===== config.mk =====
export PLATFORM = sky130hd
export DESIGN_NAME = hazard_stall_ctrl
export DESIGN_NICKNAME = d
export VERILOG_FILES = /design/src/rtl/hazard_stall_ctrl.sv
export SDC_FILE = /design/constraint.sdc
export NUM_CORES = 1
export LEC_CHECK = 0
export ABC_AREA = 0
export ABC_CLOCK_PERIOD_IN_PS = 2400
export CAP_MARGIN = 20
export CORE_MARGIN = 4
export CORE_UTILIZATION = 31
export CTS_CLUSTER_DIAMETER = 60
export CTS_CLUSTER_SIZE = 10
export DETAILED_ROUTE_END_ITERATION = 8
export PLACE_DENSITY_LB_ADDON = 0.25
export SYNTH_ARGS = -nofsm -noshare
export SYNTH_HDL_FRONTEND = slang
export SYNTH_SLANG_ARGS = --single-unit

===== constraint.sdc =====
create_clock -name Clk -period 2.4 [get_ports Clk]
set_clock_uncertainty 0.1 [all_clocks]
set_input_delay 0.48 -clock Clk [delete_from_list [all_inputs] [get_ports Clk]]
set_output_delay 0.48 -clock Clk [all_outputs]
set_load 0.01 [all_outputs]

===== src/rtl/hazard_stall_ctrl.sv =====
// Stall/flush sequencer for the 5-stage MIPS pipeline: load-use, branch operand and MUL/DIV hazards.
// Optional STALL_PERF_CNT_EN adds a saturating stall-cycle counter output StallCycles.
module hazard_stall_ctrl #(
   parameter int MD_LATENCY = 4,
   parameter int CNT_W      = 3
) (
   input  logic       Clk,
   input  logic       Rst,
   input  logic [4:0] ID_Rs,
   input  logic [4:0] ID_Rt,
   input  logic       ID_UsesRt,
   input  logic       ID_IsBranch,
   input  logic       ID_Taken,
   input  logic       ID_MulDiv,
   input  logic       ID_UsesHiLo,
   input  logic       EX_MemRead,
   input  logic       EX_RegWrite,
   input  logic [4:0] EX_WriteReg,
   input  logic       MEM_MemRead,
   input  logic [4:0] MEM_WriteReg,
   output logic       PCWrite,
   output logic       IF_ID_Write,
   output logic       IF_ID_Flush,
   output logic       ID_EX_Bubble,
   output logic       MulDivBusy
`ifdef STALL_PERF_CNT_EN
   ,
   output logic [31:0] StallCycles
`endif
);

   typedef enum logic {
      RUN,
      MD_BUSY
   } state_t;

   state_t           state, state_nx;
   logic [CNT_W-1:0] md_cnt, md_cnt_nx;
   logic             ex_match, mem_match;
   logic             load_use, br_haz, md_haz, stall;

   // $zero is hard-wired, so writes to it never create a dependency
   function automatic logic src_match(input logic [4:0] r);
      return (r != 5'd0) &&
             ((r == ID_Rs) || (ID_UsesRt && (r == ID_Rt)));
   endfunction

   always_comb begin
      ex_match  = src_match(EX_WriteReg);
      mem_match = src_match(MEM_WriteReg);
      load_use  = EX_MemRead && ex_match;
      br_haz    = ID_IsBranch &&
                  ((EX_RegWrite && ex_match) ||
                   (MEM_MemRead && mem_match));
      md_haz    = (state == MD_BUSY) &&
                  (ID_MulDiv || ID_UsesHiLo);
      stall     = load_use || br_haz || md_haz;
   end

   always_comb begin
      PCWrite      = 1'b1;
      IF_ID_Write  = 1'b1;
      IF_ID_Flush  = 1'b0;
      ID_EX_Bubble = 1'b0;
      MulDivBusy   = (state == MD_BUSY);
      if (Rst) begin
         PCWrite      = 1'b0;
         IF_ID_Write  = 1'b0;
         IF_ID_Flush  = 1'b1;
         ID_EX_Bubble = 1'b1;
         MulDivBusy   = 1'b0;
      end else if (stall) begin
         PCWrite      = 1'b0;
         IF_ID_Write  = 1'b0;
         ID_EX_Bubble = 1'b1;
      end else begin
         IF_ID_Flush  = ID_Taken;
      end
   end

   always_comb begin
      state_nx  = state;
      md_cnt_nx = md_cnt;
      unique case (state)
         RUN: begin
            if (ID_MulDiv && !stall && (MD_LATENCY > 1)) begin
               state_nx  = MD_BUSY;
               md_cnt_nx = CNT_W'(MD_LATENCY - 1);
            end
         end
         MD_BUSY: begin
            md_cnt_nx = md_cnt - CNT_W'(1);
            if (md_cnt == CNT_W'(1)) begin
               state_nx  = RUN;
               md_cnt_nx = '0;
            end
         end
         default: begin
            state_nx  = RUN;
            md_cnt_nx = '0;
         end
      endcase
   end

   always_ff @(posedge Clk) begin
      if (Rst) begin
         state  <= RUN;
         md_cnt <= '0;
      end else begin
         state  <= state_nx;
         md_cnt <= md_cnt_nx;
      end
   end

`ifdef STALL_PERF_CNT_EN
   always_ff @(posedge Clk) begin
      if (Rst)
         StallCycles <= '0;
      else if (stall && (StallCycles != 32'hFFFF_FFFF))
         StallCycles <= StallCycles + 32'd1;
   end
`endif

endmodule


## Yosys cells after proc, flatten, opt, wreduce, memory -nomap -nowiden

Cells that the tools add are included.

| storage, ports and cells | value |
|---|---|
| flip-flop bits (word level) | 4 |
| word-level logic and storage cells | 42 |

| operators by class | value |
|---|---|
| reduce and logical (&&, ||, !) cells | 19 |
| equal/unequal tests | 6 |
| muxes and demuxes | 13 |
| add/sub/neg operators | 1 |
| bitwise operators | 1 |

Operators by type and width:

| cell | number |
|---|---|
| == test 5 bit | 4 |
| logical AND 1 bit | 10 |
| nonzero test 5 bit | 2 |
| two-way mux 1 bit | 9 |
| logical OR 1 bit | 6 |
| two-way mux 3 bit | 2 |
| case mux 3 bit (2 select lines) | 1 |
| == test 3 x 1 -> 1 bit (second input constant) | 1 |
| subtractor 3 x 1 -> 3 bit (second input constant) | 1 |
| != test 2 bit (second input constant) | 1 |
| case mux 1 bit (2 select lines) | 1 |
| zero test 1 bit | 1 |
| inverter 1 bit | 1 |

## Logic depth before layout (Yosys ltp)

| logic depth | value |
|---|---|
| word-level depth | 13 |
| gate-level depth with buffers | 6 |

## Worst setup path after synthesis

No wires, ideal clock.

| timing path | value |
|---|---|
| path kind | in2out |
| from | input MEM_WriteReg[1] |
| to | output PCWrite |
| buffers on the path | 1 |
| cell stages on the path | 6 |
| data required time | 1.820 ns |
| setup slack | -0.194 ns |
| arrival time | 2.014 ns |
| path through | or4_1 o211ai_2 inv_1 a221oi_1 nor2b_1 buf_4 |

| on the way | value |
|---|---|
| word-level cells in the longest chain between the ends | 11 |

Ends and longest elaborated chain:

| what | RTL line | text |
|---|---|---|
| from (decl) | 20 | `input logic [4:0] MEM_WriteReg,` |
| == test 5 bit | 45 | `((r == ID_Rs) \|\| (ID_UsesRt && (r == ID_Rt)));` |
| logical AND 1 bit | 45 |  |
| logical OR 1 bit | 45 |  |
| logical AND 1 bit (*) | 44 | `return (r != 5'd0) &&` |
| logical AND 1 bit (*) | 54 | `(MEM_MemRead && mem_match));` |
| logical OR 1 bit (*) | 53 | `((EX_RegWrite && ex_match) \|\|` |
| logical AND 1 bit (*) | 52 | `br_haz = ID_IsBranch &&` |
| logical OR 1 bit (*) (2 in a row) | 57 | `stall = load_use \|\| br_haz \|\| md_haz;` |
| two-way mux 1 bit (*) (2 in a row) | -- |  |
| to (decl) | 21 | `output logic PCWrite,` |

Mark *: on every way between the ends. The rest lies on a longest branch, timed or not.

## Worst setup path in the final report

| timing path | value |
|---|---|
| from | input MEM_WriteReg[2] |
| to | output PCWrite |

| on the way | value |
|---|---|
| word-level cells in the longest chain between the ends | 11 |

Ends and longest elaborated chain:

| what | RTL line | text |
|---|---|---|
| == test 5 bit | 45 |  |
| logical AND 1 bit | 45 |  |
| logical OR 1 bit | 45 |  |
| logical AND 1 bit (*) | 44 |  |
| logical AND 1 bit (*) | 54 |  |
| logical OR 1 bit (*) | 53 |  |
| logical AND 1 bit (*) | 52 |  |
| logical OR 1 bit (*) (2 in a row) | 57 |  |
| two-way mux 1 bit (*) | 72 | `end else if (stall) begin` |
| two-way mux 1 bit (*) | 66 | `if (Rst) begin` |

Marked as above.

==> parameters.txt <==
Parameter                              Value

Critical path
  Register-to-Register Path Depth    5
  Largest driver fanout on the critical path    2
  Critical Path Sink Type    primary output
  Critical path class    input port to primary output
  Endpoint arrival time on the critical path    2020 ps
  Data required time of the critical path    1820 ps
  Reg-to-reg startpoint    md_cnt[0]
  Register-to-register setup slack    1020 ps
  CP Launch Type    input port
  Worst R2R End    md_cnt[2]

Place
  Placed Cells incl. Taps    122
  Count of input and output buffers    34
  HPWL after DPL    1410 um
  Routability congestion estimate from global placement    0.774

Clocking
  Count of hold buffers inserted by post-cts repair    0
  Maximum level of the CTS H-tree    1
  CTS clock-pin slew for the worst setup and hold paths    40 ps
  CTS tree    yes
  Maximum buffer depth of the clock tree    2
  Clock tree root buffer cell    sky130_fd_sc_hd__clkbuf_4
  TritonCTS sink count    4
  Total CTS buffers    3
  Source-to-sink clock delay at the later pin of the worst-skew pair    240 ps

Global routing
  Maximum number of pins on one net before global-route repair    8
  Global route overflow    0
  Global routing usage summed across all routing layers    15.7%
  Wire length of the first global-routing pass    2900 um
  Vias in the first global route    705
  Initial antenna violation count    0

Final layout
  Fill cell total of the finished layout    144
  Number of inserted diodes    0
  Area taken by flip-flops and latches    80.1 sq um
  Share of layout cells above drive strength 1    25.9%
  Relative area change from synthesis to final layout    91.0%
  Final-stage net count    146
  Area of the multi-input gates    463 sq um
  Layout Cells excl Fill    128

Run
  Max-cap check violation count    0

Synth
  Synth top cells by count    sky130_fd_sc_hd__xnor2_1, sky130_fd_sc_hd__nor2b_1, sky130_fd_sc_hd__dfxtp_1, sky130_fd_sc_hd__nand2_1
  Cell types occupying the most area after synthesis    sky130_fd_sc_hd__xnor2_1, sky130_fd_sc_hd__dfxtp_1, sky130_fd_sc_hd__nor2b_1, sky130_fd_sc_hd__ha_1, sky130_fd_sc_hd__a221oi_1
  Top cell type's share of synthesized area    33.3%
  Most used standard cell by instance count after synthesis    sky130_fd_sc_hd__xnor2_1
  Post-Synthesis Mean Instance Area    7.98 sq um
  Fraction of registers with async set or reset after synthesis    0%
  Cell Area, Synth    527 sq um
  Number of enable flip-flop cells after synthesis    0
  Main synth FF type    sky130_fd_sc_hd__dfxtp_1
  Number of synthesis warnings    0
  Post-synth top area cell    sky130_fd_sc_hd__xnor2_1
  Syn Nets    98
  Number of unique standard cell types used by synthesis    24
  Mapped Cells    66
  Register bit count reported by yosys    4
  Post-synthesis sequential area ratio    15.2%

Die
  Placeable core region    1560 sq um
  IO Pins    35
  Row count    14
  Die extent in x    49.2 um
  Area of the die    2420 sq um
  Starting utilization of the core area    33.8%
  Height of the chip    49.2 um

Drt
  Via/cell ratio    4.96
  WL/cell    14.1 um
  DRT iter0 DRCs    2
  Residual DRC    0
  Overall via count from detail_route    635
  Total routed wirelength    1810 um
  Antenna-violating nets left    0
  Pre-Repair DR Iteration Count    3

STA
  Slew at the pin closest to its max-slew limit    255 ps
  Final Hold Viols    0
  Number of endpoints failing setup at the final stage    4
  RSZ-0062 raised after global routing    yes
  Achievable Freq    0.385 GHz
  Final worst-path setup slack    -199 ps
  Max-slew headroom at the worst pin    83.0%
  Setup TNS after final layout    -684 ps
  Number of max-slew violations in the final report    0
  Final critical-path required period    2600 ps
  Post-route clock period utilization    108%

Min path
  Start point of the worst min-delay path    md_cnt[1]
  End point of the worst hold path    md_cnt[1]
  Number of cells traversed by the worst hold path    2
  Hold Crit Class    flop to flop

Power and ir drop
  Leakage power summed over all cells    0.457 nW
  Pwr Density    350 nW/um^2
  Peak supply drop    171 uV

Outcome
  Violations in the final reports    setup timing
  Outcome    finished with violations
[how the worst max path moves through the flow]
| stage | endpoint | slack [ps] | cells past startpoint | startpoint |
|---|---|---|---|---|
| after CTS | PCWrite | -220 | 8 | MEM_WriteReg[4] |
| after global placement | PCWrite | -870 | 7 | MEM_WriteReg[1] |
| final | PCWrite | -200 | 8 | MEM_WriteReg[2] |
| after global routing | IF_ID_Write | -290 | 8 | MEM_WriteReg[2] |
| after floorplan | PCWrite | -10 | 6 | MEM_WriteReg[1] |
| after detailed placement | PCWrite | -920 | 7 | MEM_WriteReg[1] |
[cells by family after synthesis]
family | after synthesis | synth area share [%]
and+or+nand+nor | 21 | 21.4
xor gates and xnor gates | 20 | 33.3
AOI/OAI and AO/OA | 15 | 21.9
buffers and inverters | 4 | 3.56
DFF | 4 | 15.2
adders and majority gates | 2 | 4.75
[flip-flops by register name (all words and copies together) (netlist names)]
register,cells
md_cnt,3
state,1
[where the power goes]
group	internal [mW]	total, mW	switching [mW]	leakage, nW
Sequential	0.0742	0.0785	0.00430	0.0333
Clock	0.0561	0.0864	0.0303	0.0138
Combinational	0.110	0.187	0.0770	0.410
Total	0.241	0.352	0.112	0.457
[worst max-delay path: stages]
cell	delay, ps
sky130_fd_sc_hd__buf_6	100
sky130_fd_sc_hd__or4_4	520
sky130_fd_sc_hd__o211ai_2	170
sky130_fd_sc_hd__inv_1	70
sky130_fd_sc_hd__a221oi_2	250
sky130_fd_sc_hd__buf_4	160
sky130_fd_sc_hd__nor2b_4	160
sky130_fd_sc_hd__buf_6	110
[layer usage]
layer | track usage [%] | wire, um
met5 | 0 | 0
met4 | 9.95 | 25
met3 | 2.75 | 76
met2 | 30.4 | 1020
met1 | 14.9 | 685
[metrics by stage]
| stage | total power, mW | worst slack [ps] | hold WS [ps] | area, sq um | utilization, % |
|---|---|---|---|---|---|
| 2_1_floorplan | 0.162 | -14.0 | 369 | 541 | - |
| 3_3_place_gp | 0.256 | -874 | 393 | 946 | 60.7 |
| 3_5_place_dp | 0.260 | -923 | 414 | 946 | 60.7 |
| 4_1_cts | 0.356 | -223 | 421 | 990 | 63.5 |
| 5_1_grt | 0.377 | -293 | 452 | 1010 | 64.5 |
| 6_report | 0.352 | -199 | 422 | 1010 | 64.5 |
[repair_timing]
action,in CTS,in global routing
endpoints found under the hold margin,0,0
pin swaps,5,8
setup buffers,3,0
endpoints found under the setup margin,4,4
resized for setup,42,8
cloned,0,0
[cell usage in the layout, fill, tap and decap left out, drive strengths merged, types with 2 or more instances in the layout]
cell,Yosys,final
inv,3,3
a211oi,2,2
nor2b,6,6
ha,2,2
dlygate4sd2,0,5
nand2,4,4
a221oi,2,2
nand4,2,2
clkbuf,0,4
a21oi,2,2
nand3,2,2
buf,1,17
nor2,3,3
dfxtp,4,4
o22ai,2,2
dlymetal6s2s,0,6
clkdlybuf4s50,0,15
o21a,2,2
xnor2,20,20
[final cells by class]
class / count / area share, %
Sequential cell: 4 / 7.96
Multi-Input combinational cell: 58 / 46.0
Tap cell: 16 / 1.99
Clock buffer: 3 / 2.24
Timing Repair Buffer: 44 / 40.7
Inverter: 3 / 1.12
Power figures use the tool's default switching activity.
